### config.mk
export PLATFORM = sky130hd
export DESIGN_NAME = cla_shared_seq
export DESIGN_NICKNAME = d
export VERILOG_FILES = /design/src/rtl/cla_shared_seq.sv
export SDC_FILE = /design/constraint.sdc
export NUM_CORES = 1
export LEC_CHECK = 0
export ABC_AREA = 1
export CAP_MARGIN = 15
export CORE_MARGIN = 2
export CORE_UTILIZATION = 50
export CTS_BUF_LIST = sky130_fd_sc_hd__clkbuf_16
export CTS_CLUSTER_DIAMETER = 100
export DETAILED_ROUTE_END_ITERATION = 12
export PLACE_DENSITY_LB_ADDON = 0.2
export REMOVE_ABC_BUFFERS = 1
export SLEW_MARGIN = 15
export SYNTH_ARGS = -nofsm -noshare
export SYNTH_HDL_FRONTEND = slang
export SYNTH_SLANG_ARGS = --single-unit
### constraint.sdc
create_clock -name clk -period 5.15 [get_ports clk]
set_input_delay 1.03 -clock clk [delete_from_list [all_inputs] [get_ports clk]]
set_output_delay 1.03 -clock clk [all_outputs]
set_load 0.01 [all_outputs]
### src/rtl/cla_shared_seq.sv
// cla_shared_seq: two-requester W-bit adder time-sharing one 4-bit CLA slice, one nibble per cycle.
module cla4 (
  input  logic [3:0] a,
  input  logic [3:0] b,
  input  logic       c_in,
  output logic [3:0] sum,
  output logic [3:0] c
);
  logic [3:0] g, p;
  always_comb begin
    g = a & b;
    p = a ^ b;
    c[0] = g[0] | (p[0] & c_in);
    c[1] = g[1] | (p[1] & g[0]) | ((&p[1:0]) & c_in);
    c[2] = g[2] | (p[2] & g[1]) | ((&p[2:1]) & g[0]) | ((&p[2:0]) & c_in);
    c[3] = g[3] | (p[3] & g[2]) | ((&p[3:2]) & g[1]) | ((&p[3:1]) & g[0]) | ((&p[3:0]) & c_in);
    sum = p ^ {c[2:0], c_in};
  end
endmodule

module cla_shared_seq #(
  parameter int NIBBLES = 4,
  localparam int W = 4 * NIBBLES
) (
  input  logic         clk,
  input  logic         rst,
  input  logic [1:0]   req_valid,
  output logic [1:0]   req_ready,
  input  logic [W-1:0] req_a0,
  input  logic [W-1:0] req_b0,
  input  logic [W-1:0] req_a1,
  input  logic [W-1:0] req_b1,
  input  logic [1:0]   req_cin,
  output logic         rsp_valid,
  input  logic         rsp_ready,
  output logic [W-1:0] rsp_sum,
  output logic         rsp_cout,
  output logic         rsp_ovf,
  output logic         rsp_id,
  output logic         busy
);
  localparam int CW = $clog2(NIBBLES);
  localparam logic [CW-1:0] LAST = CW'(NIBBLES - 1);
  typedef enum logic [1:0] {IDLE, ADD, DONE} state_t;
  state_t state, state_d;
  logic [NIBBLES-1:0][3:0] a_q, b_q, sum_q;
  logic [CW-1:0] cnt;
  logic carry, last_grant, gid, accept;
  logic [3:0] s, c;
  cla4 u_slice (.a(a_q[cnt]), .b(b_q[cnt]), .c_in(carry), .sum(s), .c(c));
  always_comb begin
    gid = req_valid[1] & (~req_valid[0] | ~last_grant);
    accept = (state == IDLE) & (|req_valid);
    req_ready = accept ? (gid ? 2'b10 : 2'b01) : 2'b00;
    state_d = state;
    if (state == IDLE) state_d = accept ? ADD : IDLE;
    else if (state == ADD) state_d = (cnt == LAST) ? DONE : ADD;
    else state_d = rsp_ready ? IDLE : DONE;
    rsp_valid = state == DONE;
    busy = state != IDLE;
    rsp_sum = sum_q;
  end
  always_ff @(posedge clk) begin
    if (rst) begin
      state <= IDLE;
      cnt <= '0;
      carry <= 1'b0;
      sum_q <= '0;
      rsp_cout <= 1'b0;
      rsp_ovf <= 1'b0;
      rsp_id <= 1'b0;
      last_grant <= 1'b1;
    end else begin
      state <= state_d;
      if (accept) begin
        a_q <= gid ? req_a1 : req_a0;
        b_q <= gid ? req_b1 : req_b0;
        carry <= req_cin[gid];
        rsp_id <= gid;
        last_grant <= gid;
        cnt <= '0;
      end else if (state == ADD) begin
        sum_q[cnt] <= s;
        carry <= c[3];
        cnt <= cnt + 1'b1;
        if (cnt == LAST) begin
          rsp_cout <= c[3];
          rsp_ovf <= c[2] ^ c[3];
        end
      end
    end
  end
endmodule

==> results of run 1 <==
[path summary, 6_finish.rpt]
path	endpoint	cells past startpoint	start	slack [ps]
max	req_ready[0]	6	req_valid[0]	900
min	rsp_sum[13]	2	rsp_sum[13]	470
min reg2reg	rsp_sum[13]	2	rsp_sum[13]	470
max reg2reg	rsp_sum[7]	12	cnt[0]	2400
[Yosys cell counts (2+ instances only)]
| cell type | count |
|---|---|
| edfxtp_1 | 32 |
| nand3_1 | 16 |
| inv_2 | 9 |
| nor2_1 | 22 |
| nand2_1 | 149 |
| a32oi_1 | 2 |
| o21ai_0 | 15 |
| buf_2 | 13 |
| o22ai_1 | 6 |
| dfxtp_1 | 25 |
| nand2_4 | 2 |
| a21oi_1 | 14 |
| inv_1 | 22 |
| o21a_1 | 10 |
| ha_1 | 8 |
[kinds of logic after synthesis]
| family | after synthesis | synth area share (%) |
|---|---|---|
| and+or+nand+nor | 194 | 27.1 |
| DFF | 57 | 50.6 |
| AOI/OAI and AO/OA | 53 | 11.0 |
| buffers and inverters | 46 | 6.88 |
| adders and majority gates | 9 | 4.16 |
| xor gates and xnor gates | 1 | 0.303 |
[metrics by stage]
step / hold slack, ps / instances / setup WS [ps] / total power [W] / area (um^2)
final: 466 / 528 / 900 / 0.00136 / 4100
after global routing: 491 / 528 / 701 / 0.00143 / 4100
after CTS: 469 / 528 / 873 / 0.00137 / 4100
after detailed placement: 461 / 512 / 871 / 0.000867 / 3840
after global placement: 451 / 512 / 935 / 0.000859 / 3840
after floorplan: 442 / 346 / 2170 / 0.000739 / 2810
[report_power, final]
part           internal, W  leakage, nW  switching, W  total, W
sequential        0.000529        0.505     0.0000182  0.000547
clock             0.000314        0.136      0.000188  0.000502
combinational     0.000141         1.18      0.000171  0.000312
total             0.000983         1.82      0.000378   0.00136
[cell type report]
class | count | area share, %
clock buffer | 9 | 5.49
inverter | 32 | 2.99
multi-input combinational | 257 | 30.1
tap | 72 | 2.20
clock inverter | 7 | 0.702
timing repair buffer | 94 | 22.9
sequential | 57 | 35.7
[sequential cells by signal (all words and copies together) (netlist names)]
register,count
a_q,16
b_q,16
carry,1
cnt,2
last_grant,1
rsp_cout,1
rsp_id,1
rsp_ovf,1
rsp_sum,16
state,2
[critical path, delay by kind of cell]
family,cells,cell delay [ps]
buffers and inverters,3,1440
AND/OR/NAND/NOR,3,720
[layer usage]
| metal | routed length [um] | vias up |
|---|---|---|
| met1 | 2600 | 1163 |
| met2 | 3190 | 79 |
| met4 | 84 | 0 |
| met3 | 366 | 9 |
| li1 | - | 1346 |
| met5 | 0 | - |
==> impl_results.md, run 1 <==
* Status: complete, no violations
* FF/Latch Area at 0.00146 mm^2
* RSZ-0062 raised after global routing: false
* Max Cap Viol at 0
* Grt ovf at 0
* Clock Tree Root: clkbuf_16
* Post-DP HPWL at 4.46 mm
* Post-CTS sizing at 0
* Initial core utilization at 52.2%
* GP Congestion at 0.868
* Multi-input gate area at 0.00123 mm^2
* Most Used Layer, Global Route: met2
* Buffers added on ports at 93
* Wire length of the first global-routing pass at 10.8 mm
* Crit-path most repeated cell: clkdlybuf4s50_1
* Final net count at 531
* Vias in the first global route at 2582
* F_max at 0.235 GHz
* Hold Fails Final Rpt at 0
* CP max stage cell: clkdlybuf4s50_1
* Reg clk slew, reported paths at 50 ps
* Max-slew violation count at 0
* CTS sink count at 57
* Post-synth top area share at 33.2%
* Ant diodes at 0
* Pwr/cell area at 332 mW/mm^2
* Worst Tran Pin Value at 686 ps
* WL per Instance at 11.8 um
* IO Count at 94
* Die height at 80.0 um
* Most common cell after layout, fill and taps aside: nand2_1
* Distinct cells, synth at 30
* Met1 GRT Util at 24.1%
* Maximum number of pins on one net before global-route repair at 36
* DRT iter0 DRCs at 132
* Lkg Pwr at 1.82 nW
* # hold bufs at CTS at 0
* Startpoint types: input port
* Synth Cell Area at 0.00289 mm^2
* Vias per Instance at 4.92
* Clk Latency, worst-skew pair at 330 ps
* Worst min path class: reg -> reg
* Final setup vio count at 0
* Yosys top cell by area: edfxtp_1
* Die ar. at 0.00640 mm^2
* Peak supply drop at 181 uV
* Slew margin rel. at 54.2%
* Top FF cell, synth: edfxtp_1
* Worst setup EP type: output port
* Number of flops mapped to enable cells by yosys at 32
* Initial antenna violation count at 0
* TritonRoute pass-1 iters at 4
* Critical path arrival at 3220 ps
* GR Util All Layers at 22.2%
* Fin crit period at 4250 ps
* Synth area leaders: edfxtp_1, nand2_1, dfxtp_1, ha_1, inv_1
* Layout area overhead at 41.8%
* Max FO, Critical Path at 35
* Most frequent cells in the layout: nand2_1, clkdlybuf4s50_1, edfxtp_1
* Met2 Usage GRT at 38.2%
* Antenna Nets Post-Route at 0
* Routed wire length at 6.24 mm
* Mapped Cells at 360
* Crit-path cells: clkdlybuf4s50_1 -> nand2_1 -> nand2_2 -> inv_2 -> nor2_1 -> clkdlybuf4s50_1
* Residual DRC at 0
* Async S/R FF share, synth at 0%
* H-tree levels at 3
* Die Wd at 80.0 um
* Register bit total from synthesis at 57
* Fin util at 74.0%
* FP Rows at 27
* Final-layout fill cell count at 414
* Syn_area_per_cell at 8.03 um^2
* WS Path Type: in -> out
* Core area at 0.00554 mm^2
* Critical path required time at 4120 ps
* Longest Clk Path Bufs at 2
* Crit share post-route at 82.5%
* Fin Setup TNS at 0 ps
* Postcts setup bufs at 0
* TritonCTS clock tree: done
* CTS buffer count at 9
* Synth Warn # at 0
* Worst clock skew at 4.93 ps
* Seq/Total Area, Yosys at 50.6%
* Via Count at 2597
* Layout cells sized above 1 at 7.02%
* CP peak stage delay at 540 ps
* Global Route met3 Usage at 7.92%
No activity file was read; power rests on OpenSTA's default activity.
==> run 2, diff against run 1 <==
--- a/config.mk
+++ b/config.mk
@@ -8,7 +8,7 @@
 export ABC_AREA = 1
 export CAP_MARGIN = 15
 export CORE_MARGIN = 2
-export CORE_UTILIZATION = 50
+export CORE_UTILIZATION = 42
 export CTS_BUF_LIST = sky130_fd_sc_hd__clkbuf_16
 export CTS_CLUSTER_DIAMETER = 100
 export DETAILED_ROUTE_END_ITERATION = 12
==> constraint.sdc (replaced) <==
create_clock -name clk -period 3.48 [get_ports clk]
set_input_delay 0.696 -clock clk [delete_from_list [all_inputs] [get_ports clk]]
set_output_delay 0.696 -clock clk [all_outputs]
set_load 0.01 [all_outputs]
==> run 2 against run 1 <==
- highest routed layer unchanged
- worst setup slack worse by 140 ps
- cell count rose by 2.3%
- clock-buffer cell count unchanged
- via count decreased by 1.8%
- power grew 65%
- combinational power grew 52%
- first-iteration DRC count fell by 22%
- core utilization is 11 points lower
==> impl_results.md, run 2 (synthesis results as in run 1) <==
* Critical path required time at 2780 ps (-1340 ps)
* Slew margin rel. at 72.0% (+18 points)
* Crit share post-route at 78.2%
* TritonRoute pass-1 iters at 4 (unchanged)
* RSZ-0062 raised after global routing: false
* Crit-path cells: clkdlybuf4s50_1 -> o21ai_2 -> nor2_1 -> clkdlybuf4s50_1
* Worst setup margin at 760 ps (-141 ps)
* F_max at 0.368 GHz
* Routed wire length at 6.09 mm (-2.4%)
* Most common cell after layout, fill and taps aside: nand2_1
* Min Hold Slack at 466 ps (-0.847 ps)
* Switching part of the total at 25.0% (-2.7 points)
* DRT iter0 DRCs at 103 (-22%)
* Multi-input gate area at 0.00123 mm^2 (unchanged)
* Status: complete, no violations
* Placed insts at 524 (+2.3%)
* Crit-path most repeated cell: clkdlybuf4s50_1
* Critical path arrival at 2020 ps (-1200 ps)
* Post-DP HPWL at 4.51 mm (+1.2%)
* Clock Tree Root: clkbuf_16
* CTS sink count at 57 (unchanged)
* Initial core utilization at 43.0% (-9.2 points)
* Finished Layout Cells at 540 (+2.3%)
* Layout cells sized above 1 at 8.26% (+1.2 points)
* Wire length of the first global-routing pass at 10.4 mm (-3.5%)
* GP Congestion at 0.777 (-11%)
* Die Wd at 87.0 um (+8.7%)
* Final net count at 535 (+0.75%)
* Sw power at 0.000562 W (+49%)
* Pwr/cell area at 533 mW/mm^2 (+60%)
* H-tree levels at 3 (unchanged)
* DP Area at 0.00388 mm^2 (+1.0%)
* Buffers added on ports at 93 (unchanged)
* Grt ovf at 0 (unchanged)
* Layout area overhead at 46.0%
* Worst clock skew at 3.52 ps (-1.40 ps)
* Initial antenna violation count at 0 (unchanged)
* CTS buffer count at 9 (unchanged)
* TritonCTS clock tree: done
* Vias per Instance at 4.72 (-4.0%)
* Final setup vio count at 0 (unchanged)
* FF/Latch Area at 0.00146 mm^2 (unchanged)
* Hold Fails Final Rpt at 0 (unchanged)
* Die height at 87.0 um (+8.7%)
* Seq pwr share at 35.8% (-4.4 points)
* Worst Tran Pin Value at 409 ps (-276 ps)
* Max Cap Viol at 0 (unchanged)
* WS Path Type: in -> out
* Fin crit period at 2720 ps
* Final-layout fill cell count at 565 (+36%)
* # hold bufs at CTS at 0 (unchanged)
* Die ar. at 0.00756 mm^2 (+18%)
* Worst min path class: reg -> reg
* Residual DRC at 0 (unchanged)
* Reg clk slew, reported paths at 50 ps (about the same)
* Fin Setup TNS at 0 ps (unchanged)
* Ant diodes at 0 (unchanged)
* Lkg Pwr at 1.87 nW (+2.8%)
* Max FO, Critical Path at 8 (-77%)
* Peak supply drop at 240 uV (+33%)
* Core area at 0.00672 mm^2 (+21%)
* CP peak stage delay at 480 ps (-60 ps)
* FP Rows at 30 (+11%)
* Place WS at 757 ps (-113 ps)
* CP max stage cell: clkdlybuf4s50_1
* Via Count at 2549 (-1.8%)
* GR Util All Layers at 17.9% (-4.3 points)
* Post-CTS sizing at 0 (unchanged)
* Finished Cell Area at 0.00422 mm^2 (+2.9%)
* CP bufs+invs at 2 (-1)
* CP delay by family, top: buffers and inverters
* Postcts setup bufs at 0 (unchanged)
* Worst setup EP type: output port
* Startpoint types: input port
* Clk Latency, worst-skew pair at 320 ps (about the same)
* WL per Instance at 11.3 um (-4.6%)
* Most frequent cells in the layout: nand2_1, clkdlybuf4s50_1, edfxtp_1
* Maximum number of pins on one net before global-route repair at 34 (-5.6%)
* Max-slew violation count at 0 (unchanged)
* Pint at 0.00169 W (+71%)
* Clock Power Share at 43.2% (+6.3 points)
* Comb power frac at 21.0% (-1.9 points)
* IO Count at 94 (unchanged)
* Vias in the first global route at 2435 (-5.7%)
* Longest Clk Path Bufs at 2 (unchanged)
* Antenna Nets Post-Route at 0 (unchanged)
run 2: changes by cell type in the layout (fill, tap and decap cells not counted), sizes merged:
| cell | before | now |
|---|---|---|
| buf | 1 | 5 |
| bufinv | 0 | 3 |
| inv | 35 | 32 |
run 2: area by class of cell:
| type | instances | area share, % |
|---|---|---|
| flip-flops and latches | 57 | 34.6 |
| multi-input cells | 257 | 29.2 |
| repair buffers | 98 | 23.0 |
| clock buffers | 9 | 5.34 |
| inverters | 32 | 2.91 |
| clock inverters | 7 | 2.58 |
| well taps | 80 | 2.37 |
run 2: layer usage:
layer | part of all wire, % | up-vias | GRT usage, %
li1 | - | 1366 | -
met1 | 45 | 1108 | 21.1
met2 | 48 | 65 | 30.3
met3 | 5.5 | 10 | 5.21
met4 | 1.4 | 0 | 7.67
met5 | 0 | - | 0
run 2: power groups by stage:
stage | logic (W) | registers, W | clock network, W
3_3_place_gp | 0.000465 | 0.000815 | 0
5_1_grt | 0.000541 | 0.000808 | 0.00101
6_report | 0.000473 | 0.000804 | 0.000971
3_5_place_dp | 0.000475 | 0.000817 | 0
2_1_floorplan | 0.000270 | 0.000823 | 0
4_1_cts | 0.000477 | 0.000804 | 0.000985
run 2: worst paths after layout:
| kind | from | end | slack, ps | depth (start not counted) |
|---|---|---|---|---|
| hold reg to reg | rsp_sum[5] | rsp_sum[5] | 470 | 2 |
| hold / removal | rsp_sum[5] | rsp_sum[5] | 470 | 2 |
| setup reg to reg | cnt[1] | rsp_sum[11] | 1350 | 12 |
| setup / recovery | req_valid[1] | req_ready[0] | 760 | 4 |
run 2: worst register-to-register path: stages, from the launching register on:
cell	delay [ps]
dfxtp_1	300
inv_1	290
o21ai_0	170
o22ai_1	190
ha_1	370
nand2_1	120
nand2_1	60
nor2_1	110
nand2_1	80
nand2_1	130
nand3_1	110
nand2_1	70
inv_1	30
run 2: metrics by stage:
stage	util, %	power, W
floorplan	-	0.00109
global placement	57.8	0.00128
detailed placement	57.8	0.00129
CTS	62.8	0.00227
global route	62.8	0.00236
finish	62.8	0.00225
